`src/rtl/timer_pkg.sv`:
```
// Shared types and constants for the BCD countdown timer.
// States, BCD digit limits and the 00-59 lower-field range.
package timer_pkg;

  typedef enum logic [1:0] {
    ST_IDLE    = 2'd0,
    ST_RUN     = 2'd1,
    ST_PAUSE   = 2'd2,
    ST_EXPIRED = 2'd3
  } state_t;

  localparam logic [3:0] BCD_NINE = 4'd9;
  localparam logic [3:0] BCD_FIVE = 4'd5;

  localparam int unsigned LOW_MAX =
    10 * int'(BCD_FIVE) + int'(BCD_NINE);

endpackage

```
`src/rtl/bcd_field_counter.sv`:
```
// One two-digit BCD field, 00..MAX, with wrap-around
// increment and a borrow-chained decrement.
module bcd_field_counter
  import timer_pkg::*;
#(
  parameter int unsigned MAX = LOW_MAX
) (
  input  logic       clk,
  input  logic       reset,
  input  logic       clr,
  input  logic       load,
  input  logic [7:0] load_val,
  input  logic       inc,
  input  logic       dec,
  input  logic       borrow_in,
  output logic [7:0] value,
  output logic       is_zero,
  output logic       borrow_out
);

  localparam logic [3:0] MAX_T = 4'(MAX / 10);
  localparam logic [3:0] MAX_O = 4'(MAX % 10);

  logic [3:0] r_tens;
  logic [3:0] r_ones;
  logic       w_at_max;

  assign value      = {r_tens, r_ones};
  assign is_zero    = (r_tens == 4'd0) && (r_ones == 4'd0);
  assign borrow_out = borrow_in && is_zero;
  assign w_at_max   = (r_tens == MAX_T) && (r_ones == MAX_O);

  always_ff @(posedge clk) begin
    if (reset || clr) begin
      r_tens <= 4'd0;
      r_ones <= 4'd0;
    end else if (load) begin
      r_tens <= load_val[7:4];
      r_ones <= load_val[3:0];
    end else if (dec && borrow_in) begin
      if (is_zero) begin
        r_tens <= MAX_T;
        r_ones <= MAX_O;
      end else if (r_ones == 4'd0) begin
        r_ones <= BCD_NINE;
        r_tens <= r_tens - 4'd1;
      end else begin
        r_ones <= r_ones - 4'd1;
      end
    end else if (inc) begin
      if (w_at_max) begin
        r_tens <= 4'd0;
        r_ones <= 4'd0;
      end else if (r_ones == BCD_NINE) begin
        r_ones <= 4'd0;
        r_tens <= r_tens + 4'd1;
      end else begin
        r_ones <= r_ones + 4'd1;
      end
    end
  end

endmodule

```
`src/rtl/countdown_timer_core.sv`:
```
// N-field BCD countdown timer: prescaler, run/pause/expire FSM.
// Define COUNTDOWN_AUTO_RELOAD_EN to reload the preset on expiry.
module countdown_timer_core
  import timer_pkg::*;
#(
  parameter int unsigned TICK_DIV = 50_000_000,
  parameter int unsigned N_FIELDS = 2,
  parameter int unsigned TOP_MAX  = 59
) (
  input  logic                     clk,
  input  logic                     reset,
  input  logic                     start,
  input  logic                     clear,
  input  logic                     inc,
  input  logic [$clog2((N_FIELDS > 1) ? N_FIELDS : 2)-1:0] inc_sel,
  output logic [8*N_FIELDS-1:0]    digits,
  output logic [1:0]               state,
  output logic                     running,
  output logic                     expired,
  output logic                     alarm
);

  localparam int unsigned SW = $clog2((N_FIELDS > 1) ? N_FIELDS : 2);
  localparam int unsigned PW = $clog2(TICK_DIV);

  state_t r_state;
  state_t w_state_nxt;

  logic [PW-1:0] r_presc;
  logic          r_expired;
  logic          r_running;
  logic          r_alarm;

  logic w_tick;
  logic w_zero;
  logic w_one;
  logic w_clr;
  logic w_dec;
  logic w_inc_en;
  logic w_presc_clr;
  logic w_exp;
  logic w_load;
  logic w_borrow_top;

  logic [N_FIELDS-1:0]   w_is_zero;
  logic [N_FIELDS-1:0]   w_borrow;
  logic [8*N_FIELDS-1:0] w_digits;
  logic [8*N_FIELDS-1:0] w_load_val;

  assign w_tick = (r_state == ST_RUN) &&
                  (r_presc == PW'(TICK_DIV - 1));
  assign w_zero = w_borrow_top;
  assign w_one  = (w_digits[7:0] == 8'h01) &&
                  (&(w_is_zero | N_FIELDS'(1)));

  assign w_borrow[0] = 1'b1;

  for (genvar k = 0; k < N_FIELDS; k++) begin : g_field
    localparam int unsigned FMAX =
      (k == N_FIELDS - 1) ? TOP_MAX : LOW_MAX;
    logic w_bo;

    bcd_field_counter #(
      .MAX(FMAX)
    ) u_field (
      .clk       (clk),
      .reset     (reset),
      .clr       (w_clr),
      .load      (w_load),
      .load_val  (w_load_val[8*k +: 8]),
      .inc       (w_inc_en && (inc_sel == SW'(k))),
      .dec       (w_dec),
      .borrow_in (w_borrow[k]),
      .value     (w_digits[8*k +: 8]),
      .is_zero   (w_is_zero[k]),
      .borrow_out(w_bo)
    );

    if (k < N_FIELDS - 1) begin : g_chain
      assign w_borrow[k+1] = w_bo;
    end else begin : g_top
      assign w_borrow_top = w_bo;
    end
  end

`ifdef COUNTDOWN_AUTO_RELOAD_EN
  logic [8*N_FIELDS-1:0] r_preset;
  logic                  w_latch;

  assign w_latch = (r_state == ST_IDLE) &&
                   (w_state_nxt == ST_RUN);

  always_ff @(posedge clk) begin
    if (reset || w_clr) begin
      r_preset <= '0;
    end else if (w_latch) begin
      r_preset <= w_digits;
    end
  end

  assign w_load_val = r_preset;
`else
  assign w_load_val = '0;
`endif

  always_comb begin
    w_state_nxt = r_state;
    w_clr       = 1'b0;
    w_dec       = 1'b0;
    w_inc_en    = 1'b0;
    w_presc_clr = 1'b0;
    w_exp       = 1'b0;
    w_load      = 1'b0;
    if (clear) begin
      w_state_nxt = ST_IDLE;
      w_clr       = 1'b1;
      w_presc_clr = 1'b1;
    end else begin
      unique case (r_state)
        ST_IDLE: begin
          if (start) begin
            if (!w_zero) begin
              w_state_nxt = ST_RUN;
              w_presc_clr = 1'b1;
            end
          end else begin
            w_inc_en = inc;
          end
        end
        ST_RUN: begin
          if (start) begin
            w_state_nxt = ST_PAUSE;
          end else if (w_tick) begin
            if (w_one) begin
              w_exp = 1'b1;
`ifdef COUNTDOWN_AUTO_RELOAD_EN
              w_load = 1'b1;
`else
              w_dec       = 1'b1;
              w_state_nxt = ST_EXPIRED;
`endif
            end else begin
              w_dec = 1'b1;
            end
          end
        end
        ST_PAUSE: begin
          if (start) begin
            w_state_nxt = w_zero ? ST_IDLE : ST_RUN;
            w_presc_clr = 1'b1;
          end else begin
            w_inc_en = inc;
          end
        end
        ST_EXPIRED: begin
          if (start) begin
            w_state_nxt = ST_IDLE;
          end
        end
        default: ;
      endcase
    end
  end

  // Prescaler only advances while running; pause holds it.
  always_ff @(posedge clk) begin
    if (reset || w_presc_clr) begin
      r_presc <= '0;
    end else if (r_state == ST_RUN) begin
      r_presc <= w_tick ? '0 : r_presc + 1'b1;
    end
  end

  always_ff @(posedge clk) begin
    if (reset) begin
      r_state   <= ST_IDLE;
      r_expired <= 1'b0;
      r_running <= 1'b0;
      r_alarm   <= 1'b0;
    end else begin
      r_state   <= w_state_nxt;
      r_expired <= w_exp;
      r_running <= (w_state_nxt == ST_RUN);
      r_alarm   <= (w_state_nxt == ST_EXPIRED);
    end
  end

  assign digits  = w_digits;
  assign state   = r_state;
  assign running = r_running;
  assign expired = r_expired;
  assign alarm   = r_alarm;

endmodule

```
`config.mk`:
```
export PLATFORM = sky130hd
export DESIGN_NAME = countdown_timer_core
export DESIGN_NICKNAME = d
export VERILOG_FILES = /design/src/rtl/timer_pkg.sv /design/src/rtl/bcd_field_counter.sv /design/src/rtl/countdown_timer_core.sv
export SDC_FILE = /design/constraint.sdc
export NUM_CORES = 1
export LEC_CHECK = 0
export CAP_MARGIN = 20
export CORE_MARGIN = 8
export CORE_UTILIZATION = 40
export DETAILED_ROUTE_END_ITERATION = 8
export GPL_TIMING_DRIVEN = 0
export PLACE_DENSITY = 0.69
export RECOVER_POWER = 50
export SETUP_SLACK_MARGIN = 0.1
export SLEW_MARGIN = 15
export SYNTH_ARGS = -nofsm -noshare
export SYNTH_HDL_FRONTEND = slang
export SYNTH_SLANG_ARGS = --single-unit
```
`constraint.sdc`:
```
create_clock -name clk -period 2.4 [get_ports clk]
set_input_delay 0.48 -clock clk [delete_from_list [all_inputs] [get_ports clk]]
set_output_delay 0.48 -clock clk [all_outputs]
set_load 0.03 [all_outputs]
```
==> flow_summary.toml, run 1 <==
[synth]
syn-num-nets = 371
synth_seq_area_share_pct = 33.77
synth_area_leaders = "dfxtp_1 (34%), ha_1 (7.2%), nor2_1 (7.0%)"
yosys_warnings = 0
synth_area_per_cell_sq_um = 7.984
synth_most_common_cell = "nor2_1"
yosys.area.top_type_share_pct = 33.77
synth_common_cells = "nor2_1 (52), dfxtp_1 (47), nand2_1 (23), nand3_1 (23), inv_1 (17)"
netlist_area_sq_um = 2786
syn_inst = 349
synth_edf_count = 0
synth-async-reset-ratio_pct = 0
synth-seq-cells = 47
yosysTopAreaCell = "dfxtp_1"
ys_types = 48
ys.flop_type = "dfxtp_1"

[finish]
drive_gt1_share_pct = 20.50
fillers = 611
syn_to_final_growth_pct = 31.12
finish.instance_area_sq_um = 3654
stdcell_count = 480
num_antenna_cells = 0
nNetsFinal = 421

[floorplanning]
die_area_sq_um = 9892
die_w_microns = 99.46
initial_utilization_pct = 41.24
die_height_microns = 99.46
core_sq_um = 6756
io_pins = 27
core.rowCount = 30

[timing]
tns_ns = 0
fmax_ghz = 0.4225
holdWs_ns = 0.4790
min_period_ns = 2.367
rsz0062_at_grt = "yes"
maxSlewViolCount = 0
final-hold-violation-count = 0
setup_ws_ns = 0.03324
finClkSkew_ns = 0.005231
post-route-period-util_pct = 98.61
slew_headroom_pct = 57.91
max_slew.worst_pin.slew_ns = 0.6290
finalSetupViolCount = 0

[routing]
viasPerCell = 5.613
drt_iter0_markers = 96
drc = 0
wl_microns = 7215
vias = 2694
wl_per_cell_microns = 15.03
postRouteAntennaNets = 0
firstDrtPassIters = 4

[power_and_ir_drop]
p_int_w = 0.001219
p_sw_w = 0.0003294
power_frac_clock_pct = 45.5
power_density_nw_per_um2 = 423.8
combPwrFrac_pct = 4.2
vdd_drop_max_mv = 0.3330
netSwitchingFraction_pct = 21.27
leakage_nw = 1.279
seq_power_share_pct = 50.3

[placed_design]
io_buffer_count = 26
dpl-instance-area_sq_um = 3182
gp_congestion = 0.8888
dp.cells = 455
place_ws_ns = -0.7833
detailed_place_hpwl_microns = 4897

[global_route]
grt_overflow = 0
antenna_found_initial = 0
grt_usage_pct = 14.54
grt_max_degree = 16
grt_pass1_vias = 2535
grt_pass1_wl_microns = 11990

[setup_path]
critPathBufInv = 1
start_kind = "flip-flop"
reg2reg_from = "r_presc[16]"
rrSetupSlack_ns = 0.03
crit_required_ns = 2.57
critPathKind = "reg2reg"
path_common_cell = "or4_4"
worstPathCellList = "or4_4 > or4_4 > or4_4 > buf_6 > and3_4 > a311oi_2 > a211oi_1"
r2r-end = "g_field[1].u_field.r_tens[1]"
critPathArrivalTime_ns = 2.54
cp-end-kind = "flip-flop"
cp_slowest_cell = "or4_4"
cp_top_family = "simple AND/OR/NAND/NOR gates"
worstRegToRegCells = 7
cp_slowest_stage_delay_ns = 0.50
cp_max_fo = 4

[clocking]
cts.path.max_buffers = 2
cts_root_buf = "clkbuf_8"
clk_latency_ns = 0.31
htreeDepth = 2
cts_sinks = 47
cts.reportedPaths.clkPinSlew_ns = 0.09
cts_buffers = 5
cts_tree = "built"

[flow_run]
maxCapViolations = 0

[worst_hold_path]
hp-class = "in2reg"
hold_start = "start"
hold_path_depth = 2
min_to = "expired"

[run_status]
status = "completed"
-- power groups by stage --
stage / combinational, W / clock [W] / sequential (W)
finish: 0.0000650 / 0.000704 / 0.000779
CTS: 0.0000604 / 0.000704 / 0.000781
floorplan: 0.0000289 / 0 / 0.000801
global route: 0.0000709 / 0.000738 / 0.000779
global placement: 0.0000547 / 0 / 0.000799
detailed placement: 0.0000547 / 0 / 0.000799
-- worst max-delay path by stage --
stage / startpoint / end / slack (ns) / cells past startpoint
detailed placement: start / g_field[1].u_field.r_tens[1] / -0.78 / 8
CTS: r_presc[16] / g_field[1].u_field.r_tens[1] / 0.05 / 7
global placement: start / g_field[1].u_field.r_tens[1] / -0.77 / 8
global route: r_presc[16] / g_field[1].u_field.r_ones[0] / -0.04 / 8
finish: r_presc[16] / g_field[1].u_field.r_tens[1] / 0.03 / 7
floorplan: start / g_field[1].u_field.r_tens[1] / -0.11 / 7
-- state kept, by name, summed over array words and instances, names as in the netlist --
signal	count
g_field.u_field.r_ones	8
running	1
r_presc	26
state	2
expired	1
alarm	1
g_field.u_field.r_tens	8
-- timing repair --
action                     4_1_cts  5_1_grt
setup buffers                   12        5
hold buffers                     0        0
resized for setup               33       38
pin swaps                        9       11
gates cloned                     0        0
setup endpoints to repair       40       34
-- cells by family after synthesis --
kind of cell	synth area share, %
fa+ha+maj	7.184
flops	33.77
buf+inv	3.951
xor+xnor	7.858
compound gates	14.46
simple gates	30.94
mux	1.841
-- stage by stage --
stage / utilization, % / power [W]
after global placement: 47.09 / 0.0008541
after CTS: 51.41 / 0.001546
after global routing: 54.07 / 0.001588
final: 54.07 / 0.001548
after floorplan: - / 0.0008295
after detailed placement: 47.09 / 0.0008542
-- area by class of cell --
class,instances,area (sq um),share of cell area [%]
Buffer,10,67.56,1.849
Clock buffer,5,68.82,1.884
Tap cell,80,100.1,2.740
Clock inverter,3,67.56,1.849
Multi-Input combinational cell,275,1941,53.12
Timing Repair Buffer,43,387.9,10.62
Inverter,17,63.81,1.747
Sequential cell,47,957.2,26.20
-- layout by cell type, fill, tap and decap left out, types with 5 or more instances in the layout --
master           Yosys  final
nor2_1              52     50
dfxtp_1             47     38
nand2_1             23     22
nand3_1             23     20
clkdlybuf4s50_1      0     19
buf_4                0     18
inv_1               17     15
a21oi_1             16     15
xor2_1              13     13
ha_1                16     13
xnor2_1             12     12
o21ai_0             16     12
nand4_1              9      9
a31oi_1              9      8
nor3_1               8      7
dfxtp_2              0      7
or4_4                1      5
o211ai_1             5      5
a211oi_1             5      5
clkbuf_8             0      5
dlygate4sd3_1        0      5
-- per-layer routing --
layer / up-vias / part of all wire (%) / GRT usage [%]
met5: - / 0 / 0
met4: 0 / 0.83 / 3.492
met3: 7 / 5.0 / 2.933
met2: 67 / 48 / 24.74
met1: 1263 / 46 / 18.28
li1: 1357 / - / -
No activity file was read; power rests on OpenSTA's default activity.
==> run 2, diff against run 1 <==
- PLACE_DENSITY: 0.69 -> 0.68
- SYNTH_HIERARCHICAL: default -> 1
==> flow_summary.toml, run 2 <==
[synth]
synth_common_cells = "dfxtp_1 (47), nor2_1 (30), a21oi_1 (28)"
netlist_area_sq_um = 3351
yosys.area.top_type_share_pct = 28.08
synth_edf_count = 0
synth_area_per_cell_sq_um = 8.294
syn_inst = 404
synth_most_common_cell = "dfxtp_1"
yosysTopAreaCell = "dfxtp_1"
ys.flop_type = "dfxtp_1"
ys_types = 61
synth_seq_area_share_pct = 28.08
synth-async-reset-ratio_pct = 0
synth_area_leaders = "dfxtp_1 (28%), ha_1 (5.6%), a21oi_1 (4.2%)"
yosys_warnings = 6
synth-seq-cells = 47

[setup_path]
cp_max_fo = 5
worstPathCellList = "ha_4 > and4b_1 > nand4_1 > nor4_4 > buf_6 > a21boi_2 > a22o_4 > or4_4 > o211ai_2"
start_kind = "flip-flop"
cp-end-kind = "flip-flop"
cp_slowest_stage_delay_ns = 0.42
cp_slowest_cell = "or4_4"
critPathArrivalTime_ns = 2.56
crit_start = "r_presc[1]"
critPathKind = "reg2reg"
crit_required_ns = 2.63
rrSetupSlack_ns = 0.06
worstRegToRegCells = 9
r2r-end = "g_field[0].u_field/r_tens[0]"
reg2reg_from = "r_presc[1]"

[power_and_ir_drop]
combPwrFrac_pct = 17.4
power_frac_clock_pct = 37.0
vdd_drop_max_mv = 0.2699
seq_power_share_pct = 45.6
leakage_nw = 1.699
power_density_nw_per_um2 = 391.4
netSwitchingFraction_pct = 26.92
finalPower_w = 0.001772
p_sw_w = 0.0004769
p_int_w = 0.001295

[finish]
final_core_util_pct = 55.37
largest_reg_flops = 26
final_cell_mix = "buf_4 (36), nor2_1 (28), a21oi_1 (28), conb_1 (28), dfxtp_1 (27)"
final_common_cell = "buf_4"
nNetsFinal = 520
finish.instance_area_sq_um = 4527
syn_to_final_growth_pct = 35.10
num_antenna_cells = 0
reg_top3 = "r_presc x26, g_field.u_field/r_ones x8, g_field.u_field/r_tens x8"
largest_register = "r_presc"
drive_gt1_share_pct = 28.20

[routing]
drt_iter0_markers = 166
wl_microns = 9240
drc = 0
viasPerCell = 5.575
postRouteAntennaNets = 0
firstDrtPassIters = 5
vias = 3373
wl_per_cell_microns = 15.27

[flow_run]
maxCapViolations = 0

[clocking]
clk_latency_ns = 0.30
cts.reportedPaths.clkPinSlew_ns = 0.09
htreeDepth = 2
cts_root_buf = "clkbuf_8"
cts_tree = "built"
cts.path.max_buffers = 2
cts_buffers = 5
cts_sinks = 47

[placed_design]
io_buffer_count = 25
gp_congestion = 0.8655
detailed_place_hpwl_microns = 6169
dpl-instance-area_sq_um = 3911

[global_route]
grt_overflow = 0
antenna_found_initial = 0
grt_pass1_wl_microns = 15050
grt_pass1_vias = 3121
grt_max_degree = 15
grt_usage_pct = 15.54

[floorplanning]
initial_utilization_pct = 40.99
die_area_sq_um = 11560
die_w_microns = 107.5
io_pins = 27
core.rowCount = 33
core_sq_um = 8175
die_height_microns = 107.5

[timing]
min_period_ns = 2.335
post-route-period-util_pct = 97.30
rsz0062_at_grt = "yes"
final-hold-violation-count = 0
maxSlewViolCount = 0
finalSetupViolCount = 0
max_slew.worst_pin.slew_ns = 0.5946
finClkSkew_ns = 0.005538
slew_headroom_pct = 59.99
fmax_ghz = 0.4282
holdWs_ns = 0.4754

[worst_hold_path]
hold_path_depth = 2
min_to = "r_presc[22]"
hold_start = "r_presc[22]"
hp-class = "reg2reg"

[run_status]
status = "completed"
run 2: cells by family after synthesis:
family | Yosys count | share of synthesized area, %
simple gates | 169 | 30.66
mux | 1 | 0.2987
buf+inv | 39 | 6.833
flops | 47 | 28.08
fa+ha+maj | 15 | 5.601
other cells | 2 | 0.2241
compound gates | 117 | 24.65
xor+xnor | 14 | 3.660
run 2: cell type report:
| type | count | area, sq um |
|---|---|---|
| buffer | 21 | 186.4 |
| clock buffer | 7 | 97.59 |
| clock inverter | 1 | 30.03 |
| fill | 742 | 3649 |
| inverter | 18 | 67.56 |
| multi-input combinational | 344 | 2499 |
| sequential | 47 | 983.4 |
| tap | 105 | 131.4 |
| timing repair buffer | 62 | 531.8 |
run 2: how the worst max path moves through the flow:
| stage | to | slack (ns) | depth (start not counted) |
|---|---|---|---|
| 2_1_floorplan | r_presc[2] | 0.09 | 12 |
| 3_3_place_gp | g_field[1].u_field/r_tens[0] | -0.33 | 9 |
| 3_5_place_dp | g_field[0].u_field/r_tens[0] | -0.33 | 9 |
| 4_1_cts | g_field[1].u_field/r_tens[0] | 0.08 | 10 |
| 5_1_grt | g_field[1].u_field/r_tens[2] | -0.04 | 9 |
| 6_report | g_field[0].u_field/r_tens[0] | 0.06 | 9 |
run 2: metrics by stage:
| step | setup slack, ns | cells | TNS (ns) |
|---|---|---|---|
| after floorplan | 0.08814 | 430 | 0 |
| after global placement | -0.3308 | 560 | -8.211 |
| after detailed placement | -0.3293 | 560 | -8.948 |
| after CTS | 0.08188 | 590 | 0 |
| after global routing | -0.03517 | 605 | -0.1177 |
| final | 0.06479 | 605 | 0 |
run 2: power groups by stage:
stage | Combinational, W | Sequential, W | Clock (W)
final | 0.000309 | 0.000808 | 0.000655
after global routing | 0.000336 | 0.000810 | 0.000700
after global placement | 0.000246 | 0.000832 | 0
after detailed placement | 0.000250 | 0.000832 | 0
after CTS | 0.000283 | 0.000807 | 0.000676
after floorplan | 0.000155 | 0.000852 | 0
run 2: what timing repair did:
action / in CTS / in global routing
endpoints found under the hold margin: 0 / 0
resized for setup: 32 / 35
pin swaps: 8 / 28
buffers inserted: 22 / 15
endpoints found under the setup margin: 45 / 33
hold buffers: 0 / 0
run 2: worst max-delay path, delay by kind of cell, from the launching register on:
family | cells | cell delay (ns)
adder cells (fa/ha/maj) | 1 | 0.13
buffers and inverters | 1 | 0.17
AND/OR/NAND/NOR | 4 | 1.24
AO/OA/AOI/OAI | 3 | 0.37
flip-flops | 1 | 0.37
run 2: layer usage:
metal  track usage (%)  routed length (microns)  up-vias
li1                  -                        -     1690
met1             20.66                     4308     1601
met2             25.57                     4457       76
met3             2.994                      422        6
met4             2.775                       53        0
met5                 0                        0        -
